--- config.mk ---
export PLATFORM = sky130hd
export DESIGN_NAME = nand_reduce_pipe_flat
export DESIGN_NICKNAME = d
export VERILOG_FILES = /design/src/rtl/nand_reduce_pipe_if.sv /design/src/rtl/nand_reduce_pipe.sv /design/src/flat_wrapper.sv
export SDC_FILE = /design/constraint.sdc
export NUM_CORES = 1
export LEC_CHECK = 0
export BUFFER_PORTS_ARGS = -buffer_cell sky130_fd_sc_hd__buf_2
export CAP_MARGIN = 0
export CORE_ASPECT_RATIO = 0.7
export CORE_MARGIN = 2
export CORE_UTILIZATION = 39
export CTS_CLUSTER_DIAMETER = 60
export DETAILED_ROUTE_END_ITERATION = 10
export PLACE_DENSITY = 0.7
export SETUP_SLACK_MARGIN = 0.15
export SYNTH_ARGS = -nofsm -noshare
export SYNTH_HDL_FRONTEND = slang
export SYNTH_SLANG_ARGS = --single-unit
--- constraint.sdc ---
create_clock -name clk -period 3.68 [get_ports clk]
set_input_delay 0.736 -clock clk [delete_from_list [all_inputs] [get_ports clk]]
set_output_delay 0.736 -clock clk [all_outputs]
set_load 0.1 [all_outputs]
--- src/rtl/nand_reduce_pipe_if.sv ---
// Handshake bundle for the pipelined lane-reduction unit: input beat, result beat,
// and the mode that travels with each beat.
interface nand_reduce_pipe_if #(
  parameter int WIDTH    = 8,
  parameter int CHANNELS = 4
);
  logic                      in_valid;
  logic                      in_ready;
  logic [CHANNELS*WIDTH-1:0] in_data;
  logic [1:0]                in_mode;
  logic                      out_valid;
  logic                      out_ready;
  logic [CHANNELS-1:0]       out_data;
  logic [1:0]                out_mode;

  modport master (
    output in_valid, in_data, in_mode, out_ready,
    input  in_ready, out_valid, out_data, out_mode
  );

  modport slave (
    input  in_valid, in_data, in_mode, out_ready,
    output in_ready, out_valid, out_data, out_mode
  );
endinterface

--- src/rtl/nand_reduce_pipe.sv ---
// Pipelined per-lane AND/OR reduction tree with optional final inversion (NAND/NOR),
// a register bank every LPS tree levels and a single global stall.
module nand_reduce_pipe #(
  parameter int WIDTH    = 8,
  parameter int CHANNELS = 4,
  parameter int LPS      = 2
) (
  input logic             clk,
  input logic             rst,
  nand_reduce_pipe_if.slave bus
);
  localparam int LOG2W = $clog2(WIDTH);
  localparam int PW    = 1 << LOG2W;
  localparam int L     = (LOG2W + LPS - 1) / LPS;

  logic                         advance;
  logic                         out_valid_q;
  logic [CHANNELS-1:0]          out_data_q;
  logic [1:0]                   out_mode_q;
  logic [CHANNELS-1:0][PW-1:0]  pad_lanes;

  assign advance       = !out_valid_q || bus.out_ready;
  assign bus.in_ready  = advance && !rst;
  assign bus.out_valid = out_valid_q;
  assign bus.out_data  = out_data_q;
  assign bus.out_mode  = out_mode_q;

  // Pad bits take the identity of the tree operator so they never change the result.
  always_comb begin
    for (int c = 0; c < CHANNELS; c++) begin
      pad_lanes[c] = {PW{~bus.in_mode[1]}};
      for (int i = 0; i < WIDTH; i++) begin
        pad_lanes[c][i] = bus.in_data[c*WIDTH + i];
      end
    end
  end

  for (genvar s = 0; s < L; s++) begin : g_stage
    localparam int LO  = s * LPS;
    localparam int HI  = ((s + 1) * LPS < LOG2W) ? (s + 1) * LPS : LOG2W;
    localparam int NLV = HI - LO;
    localparam int WIN = PW >> LO;

    logic [CHANNELS-1:0][WIN-1:0] src;
    logic [1:0]                   src_mode;
    logic                         src_vld;

    if (s == 0) begin : g_head
      assign src      = pad_lanes;
      assign src_mode = bus.in_mode;
      assign src_vld  = bus.in_valid;
    end else begin : g_link
      assign src      = g_stage[s-1].g_mid.res_q;
      assign src_mode = g_stage[s-1].g_mid.mode_q;
      assign src_vld  = g_stage[s-1].g_mid.vld_q;
    end

    for (genvar k = 0; k <= NLV; k++) begin : g_lv
      logic [CHANNELS-1:0][(WIN>>k)-1:0] v;
      if (k == 0) begin : g_leaf
        assign v = src;
      end else begin : g_node
        always_comb begin
          for (int c = 0; c < CHANNELS; c++) begin
            for (int i = 0; i < (WIN >> k); i++) begin
              v[c][i] = src_mode[1] ? (g_lv[k-1].v[c][2*i] | g_lv[k-1].v[c][2*i+1])
                                    : (g_lv[k-1].v[c][2*i] & g_lv[k-1].v[c][2*i+1]);
            end
          end
        end
      end
    end

    if (s < L - 1) begin : g_mid
      logic [CHANNELS-1:0][(WIN>>NLV)-1:0] res_d, res_q;
      logic [1:0]                          mode_q;
      logic                                vld_q;

      assign res_d = g_lv[NLV].v;

      always_ff @(posedge clk) begin
        if (rst) begin
          vld_q  <= 1'b0;
          res_q  <= '0;
          mode_q <= 2'b00;
        end else if (advance) begin
          vld_q <= src_vld;
          if (src_vld) begin
            res_q  <= res_d;
            mode_q <= src_mode;
          end
        end
      end
    end else begin : g_last
      logic [CHANNELS-1:0] res_d;

      // Modes 00/10 are the inverting variants.
      assign res_d = g_lv[NLV].v ^ {CHANNELS{~src_mode[0]}};

      always_ff @(posedge clk) begin
        if (rst) begin
          out_valid_q <= 1'b0;
          out_data_q  <= '0;
          out_mode_q  <= 2'b00;
        end else if (advance) begin
          out_valid_q <= src_vld;
          if (src_vld) begin
            out_data_q <= res_d;
            out_mode_q <= src_mode;
          end
        end
      end
    end
  end
endmodule

--- src/flat_wrapper.sv ---
// flat-port wrapper written by rule: the top's interface ports become plain ports
module nand_reduce_pipe_flat 
#(
  parameter int WIDTH    = 8,
  parameter int CHANNELS = 4,
  parameter int LPS      = 2
)
  (clk, rst, bus_in_valid, bus_in_data, bus_in_mode, bus_out_ready, bus_in_ready, bus_out_valid, bus_out_data, bus_out_mode);
  nand_reduce_pipe_if #(.WIDTH(WIDTH), .CHANNELS(CHANNELS)) bus_i ();
  input logic clk;
  input logic rst;
  input wire logic [$bits(bus_i.in_valid)-1:0] bus_in_valid;
  input wire logic [$bits(bus_i.in_data)-1:0] bus_in_data;
  input wire logic [$bits(bus_i.in_mode)-1:0] bus_in_mode;
  input wire logic [$bits(bus_i.out_ready)-1:0] bus_out_ready;
  output wire logic [$bits(bus_i.in_ready)-1:0] bus_in_ready;
  output wire logic [$bits(bus_i.out_valid)-1:0] bus_out_valid;
  output wire logic [$bits(bus_i.out_data)-1:0] bus_out_data;
  output wire logic [$bits(bus_i.out_mode)-1:0] bus_out_mode;
  assign bus_i.in_valid = bus_in_valid;
  assign bus_i.in_data = bus_in_data;
  assign bus_i.in_mode = bus_in_mode;
  assign bus_i.out_ready = bus_out_ready;
  assign bus_in_ready = bus_i.in_ready;
  assign bus_out_valid = bus_i.out_valid;
  assign bus_out_data = bus_i.out_data;
  assign bus_out_mode = bus_i.out_mode;
  nand_reduce_pipe #(.WIDTH(WIDTH), .CHANNELS(CHANNELS), .LPS(LPS)) u_core (.clk(clk), .rst(rst), .bus(bus_i));
endmodule
==> results.json, run 1 <==
{
  "path_buf_inv": 2,
  "powerDensity_mw_per_mm2": 364,
  "power.leakage_nw": 0.512,
  "critPathArrivalTime_ps": 1760,
  "gp_congestion": 0.781,
  "core-area_mm2": 0.00219,
  "path_delay_family": "simple AND/OR/NAND/NOR gates",
  "avgSynthCellArea_um2": 8.32,
  "ant_nets": 0,
  "power_frac_seq_pct": 51.0,
  "period_share_pct": 67.7,
  "firstDrtPassIters": 4,
  "filler_cell_count": 228,
  "io_pins": 46,
  "h-tree-depth": 1,
  "outcome": "finished clean",
  "avgRoutedWirePerCell_um": 11.5,
  "via_count": 983,
  "clkSinkCount": 18,
  "tns_ps": 0,
  "timing.fmax_ghz": 0.401,
  "switchingPower_uw": 143,
  "required_ps": 2940,
  "netlist_area_um2": 923,
  "final.setup.worst_slack_ps": 1190,
  "overflow": 0,
  "grt_pass1_vias": 913,
  "ys_ff_latch": 18,
  "hold_viol": 0,
  "area_growth_pct": 27.4,
  "drt_iter0_markers": 18,
  "initial_utilization_pct": 42.2,
  "clk_pin_slew_ps": 90,
  "critPathMaxStageDelay_ps": 520,
  "grtUsageMet3_pct": 3.49,
  "cap_viol_max_count": 0,
  "layout.nets": 191,
  "grtUsageMet1_pct": 20.3,
  "totalPowerFinal_uw": 428,
  "top_usage_layer": "met2",
  "cts-root-buf": "clkbuf_4",
  "critPathSlowestCell": "nor2b_1",
  "grt_pass1_wl_um": 3650,
  "regToRegSetupSlack_ps": 2070,
  "share_comb_of_total_power_pct": 27.1,
  "start_kind": "input port",
  "met2_usage_pct": 28.9,
  "crit_chain": "buf_2 -> nor2b_1 -> nor2_1 -> buf_2",
  "rsz0062_at_grt": "false",
  "drc_errors": 0,
  "fp.dieH_um": 44.7,
  "pre_cts_slack_ps": 1180,
  "critical_path_class": "input port to output pin",
  "crit_top_cell": "buf_2",
  "cts_buffers": 3,
  "drt_wl_total_um": 2100,
  "port_buffers": 45,
  "ir_drop_v": 0.000117,
  "drive_gt1_share_pct": 33.1,
  "antenna_found_initial": 0,
  "critPathCaptureType": "output pin",
  "relSlewSlack_pct": 55.5,
  "ctsHoldBuffers": 0,
  "syn_inst": 111,
  "skew_ps": 2.60,
  "synth_nets": 149,
  "placementRows": 14,
  "multi_input_area_um2": 505,
  "post_cts.repair.setup_buffers": 0,
  "die_x_um": 62.2,
  "maxSlewViolCount": 0,
  "clk_latency_ps": 290,
  "synth-seq-area-share_pct": 39.0,
  "final-seq-area_um2": 360,
  "min_period_ps": 2490,
  "hold_path_class": "flop to flop",
  "worst_pin_slew_ps": 666,
  "antenna_cells": 0,
  "path_max_fanout": 12,
  "detailed_place_hpwl_um": 1630,
  "die_area_mm2": 0.00278,
  "sw_frac_of_total_pct": 33.5,
  "internal-power_uw": 285,
  "yosysWarningCount": 0,
  "grt_max_degree": 22,
  "cts_tree": "yes",
  "clkPwrFrac_pct": 21.9,
  "cts_resized": 0,
  "setup_viol_count_final": 0,
  "netlist-cell-type-count": 24,
  "via_per_inst": 5.37,
  "globalRouteTotalUtil_pct": 16.6,
  "cts.path.max_buffers": 2
}
-- sequential cells by signal, indices dropped and copies added (netlist names) --
register / count
u_core.bus.out_valid: 1
u_core.g_stage.g_mid.mode_q: 2
u_core.g_stage.g_mid.vld_q: 1
u_core.bus.out_mode: 2
u_core.bus.out_data: 4
u_core.g_stage.g_mid.res_q: 8
-- synth_stat cells --
cell      number  share of area [%]
inv_1          5                2.0
a311oi_1       8                7.6
maj3_2         1                1.2
dfxtp_1       18                 39
o21ai_0       11                6.0
buf_2          3                1.6
inv_2          1               0.41
nor2b_1        2                1.4
nand2b_1       1               0.68
a21oi_1       14                7.6
o21ai_1        1               0.54
maj3_1         3                3.3
o31ai_1        8                6.5
nor2_1         3                1.2
nand2_1        2               0.81
clkbuf_1       3                1.2
clkbuf_2       1               0.54
o311ai_1       4                3.8
buf_1          1               0.41
or4_1          4                3.3
nand4_1        4                2.7
or2_1          1               0.68
nand3_1        4                2.2
and3_1         8                5.4
-- per-layer routing --
layer,up-vias,routed length (um)
li1,513,-
met1,428,997
met2,37,938
met3,5,125
met4,0,40
met5,-,0
-- worst paths after layout --
| check | cells after the start | start | end |
|---|---|---|---|
| hold / removal | 2 | u_core.bus.out_mode[1] | u_core.bus.out_mode[1] |
| hold reg to reg | 2 | u_core.bus.out_mode[1] | u_core.bus.out_mode[1] |
| setup / recovery | 4 | bus_out_ready | bus_in_ready |
| setup reg to reg | 3 | u_core.bus.out_valid | u_core.g_stage[0].g_mid.res_q[2] |
-- worst reg2reg max path, cell delays in order, from the launching register on --
cell and delay, ps:
dfxtp_1 350, nor2b_1 560, nor2_1 310, a311oi_1 300
-- cells by family after synthesis --
kind of cell | synth area share (%)
and+or+nand+nor | 18.3
AOI/OAI and AO/OA | 32.0
buffers and inverters | 6.23
DFF | 39.0
adders and majority gates | 4.47
-- power by group through the flow --
| stage | logic [mW] | clock network (mW) | registers, mW |
|---|---|---|---|
| 6_report | 0.116 | 0.0938 | 0.218 |
| 5_1_grt | 0.127 | 0.106 | 0.220 |
| 4_1_cts | 0.117 | 0.0968 | 0.218 |
| 3_5_place_dp | 0.116 | 0 | 0.223 |
| 3_3_place_gp | 0.114 | 0 | 0.222 |
| 2_1_floorplan | 0.0478 | 0 | 0.256 |
-- layout make-up --
cell class	instances	area share [%]
clock buffers	3	1.91
repair buffers	45	19.1
inverters	6	1.91
flip-flops and latches	18	30.6
well taps	32	3.40
multi-input cells	79	43.0
-- placed cells by master, fill, tap and decap left out, drive strengths merged --
| cell type | netlist | routed |
|---|---|---|
| a21oi | 14 | 14 |
| a311oi | 8 | 8 |
| and3 | 8 | 8 |
| buf | 4 | 45 |
| clkbuf | 4 | 3 |
| dfxtp | 18 | 18 |
| inv | 6 | 6 |
| maj3 | 4 | 4 |
| nand2 | 2 | 2 |
| nand2b | 1 | 1 |
| nand3 | 4 | 4 |
| nand4 | 4 | 4 |
| nor2 | 3 | 3 |
| nor2b | 2 | 2 |
| o21ai | 12 | 12 |
| o311ai | 4 | 4 |
| o31ai | 8 | 8 |
| or2 | 1 | 1 |
| or4 | 4 | 4 |
-- metrics by stage --
stage / hold slack (ps) / util, % / cells / instance area, um2
after floorplan: 457 / - / 111 / 923
after CTS: 479 / 53.7 / 183 / 1180
after global routing: 509 / 53.7 / 183 / 1180
final: 481 / 53.7 / 183 / 1180
after detailed placement: 465 / 52.7 / 180 / 1150
after global placement: 468 / 52.7 / 180 / 1150
No activity file was read; power rests on OpenSTA's default activity.
==> inputs of run 2 (changes only) <==
--- a/config.mk
+++ b/config.mk
@@ -12,7 +12,7 @@
 export CORE_UTILIZATION = 39
 export CTS_CLUSTER_DIAMETER = 60
 export DETAILED_ROUTE_END_ITERATION = 10
-export PLACE_DENSITY = 0.7
+export PLACE_DENSITY = 0.73
 export SETUP_SLACK_MARGIN = 0.15
 export SYNTH_ARGS = -nofsm -noshare
 export SYNTH_HDL_FRONTEND = slang
==> constraint.sdc (replaced) <==
create_clock -name clk -period 2.09 [get_ports clk]
set_input_delay 0.418 -clock clk [delete_from_list [all_inputs] [get_ports clk]]
set_output_delay 0.418 -clock clk [all_outputs]
set_load 0.1 [all_outputs]
==> results.json, run 2 (synthesis gave the netlist of run 1 again) <==
{
  "cts.path.max_buffers": 2,
  "core-area_mm2": 0.00219,
  "die_x_um": 62.2,
  "grt_pass1_wl_um": 3550,
  "hold_ws_ps": 385,
  "required_ps": 1670,
  "period_share_pct": 82.9,
  "critPathSlowestCell": "buf_2",
  "final_common_cell": "buf_2",
  "final_cell_mix": "buf_2 (45), dfxtp_1 (17), a21oi_1 (14)",
  "maxSlewViolCount": 0,
  "skew_ps": 4.70,
  "largest_reg_flops": 8,
  "die_area_mm2": 0.00278,
  "drc_errors": 0,
  "area_growth_pct": 29.1,
  "ant_nets": 0,
  "relSlewSlack_pct": 58.1,
  "powerDensity_mw_per_mm2": 635,
  "critPathCapture": "bus_in_ready",
  "dp_cells": 181,
  "crit_start": "u_core.bus.out_valid",
  "detailed_place_hpwl_um": 1680,
  "final_core_util_pct": 54.5,
  "rsz0062_at_grt": "false",
  "final_cells": 184,
  "post_cts.repair.setup_buffers": 0,
  "placementRows": 14,
  "critPathCaptureType": "output pin",
  "grt_pass1_vias": 876,
  "critPathMaxStageDelay_ps": 420,
  "cts_buffers": 3,
  "regToRegSetupSlack_ps": 670,
  "grt_max_degree": 22,
  "setup_viol_count_final": 0,
  "clk_pin_slew_ps": 90,
  "globalRouteTotalUtil_pct": 16.4,
  "cts_tree": "yes",
  "power.leakage_nw": 0.520,
  "totalPowerFinal_uw": 758,
  "whs_path_depth": 3,
  "cap_viol_max_count": 0,
  "ctsHoldBuffers": 0,
  "cts-root-buf": "clkbuf_4",
  "r2r-end": "u_core.g_stage[0].g_mid.res_q[7]",
  "worst_pin_slew_ps": 628,
  "drt_wl_total_um": 2210,
  "pre_cts_slack_ps": 457,
  "critical_path_class": "flop to output pin",
  "h-tree-depth": 1,
  "r2r-start": "u_core.bus.out_valid",
  "port_buffers": 45,
  "postLayoutCellArea_mm2": 0.00119,
  "hold_path_class": "input port to flop",
  "final.setup.worst_slack_ps": 358,
  "antenna_cells": 0,
  "initial_utilization_pct": 42.2,
  "firstDrtPassIters": 4,
  "critPathArrivalTime_ps": 1310,
  "cts_resized": 0,
  "drt_iter0_markers": 30,
  "ir_drop_v": 0.000297,
  "start_kind": "flop",
  "antenna_found_initial": 0,
  "io_pins": 46,
  "drive_gt1_share_pct": 34.9,
  "layout.nets": 192,
  "hold_viol": 0,
  "gp_congestion": 0.792,
  "clk_latency_ps": 290,
  "min_period_ps": 1730,
  "path_max_fanout": 3,
  "fp.dieH_um": 44.7,
  "r2r_cells": 4,
  "placed_cell_area_mm2": 0.00117,
  "overflow": 0,
  "timing.fmax_ghz": 0.577,
  "via_per_inst": 5.39,
  "outcome": "finished clean",
  "tns_ps": 0,
  "clkSinkCount": 18,
  "regMostFlops": "u_core.g_stage.g_mid.res_q",
  "crit_chain": "nor2b_1 -> nor2_4 -> buf_2",
  "avgRoutedWirePerCell_um": 12.0,
  "via_count": 992
}
## run 2: changes by cell type in the layout (fill, tap and decap cells not counted)
cell     previous run  this run
buf_4               0         1
nor2_4              0         1
dfxtp_2             0         1
nor2_1              3         2
dfxtp_1            18        17
## run 2: worst min path at each step
stage | slack, ps | startpoint | to
2_1_floorplan | 460 | u_core.g_stage[0].g_mid.mode_q[0] | u_core.bus.out_mode[0]
3_3_place_gp | 470 | u_core.bus.out_mode[0] | u_core.bus.out_mode[0]
3_5_place_dp | 470 | u_core.bus.out_mode[1] | u_core.bus.out_mode[1]
4_1_cts | 380 | bus_in_mode[0] | u_core.g_stage[0].g_mid.mode_q[0]
5_1_grt | 380 | bus_in_mode[0] | u_core.g_stage[0].g_mid.mode_q[0]
6_report | 380 | bus_in_mode[0] | u_core.g_stage[0].g_mid.mode_q[0]
## run 2: metal layers
layer / share of wire (%) / GRT usage (%) / vias up
li1: - / - / 511
met1: 46 / 19.2 / 431
met2: 45 / 28.5 / 48
met3: 8.5 / 5.24 / 2
met4: 1.2 / 7.56 / 0
met5: 0 / 0 / -
## run 2: cell type report
cell class,instances,area (um2)
Tap cell,32,40.0
Clock buffer,3,22.5
Sequential cell,18,362
Timing Repair Buffer,46,233
Multi-Input combinational cell,79,513
Fill cell,203,997
Inverter,6,22.5
## run 2: power by group
group,internal [mW],total [mW],switching [mW]
registers,0.369,0.385,0.0165
clock network,0.0670,0.165,0.0984
logic,0.0672,0.207,0.140
total,0.503,0.758,0.255
## run 2: worst max-delay path, delay by kind of cell (launching register included)
| kind | cells | cell delay, ps |
|---|---|---|
| buffers and inverters | 1 | 420 |
| and+or+nand+nor | 2 | 270 |
| DFF | 1 | 330 |
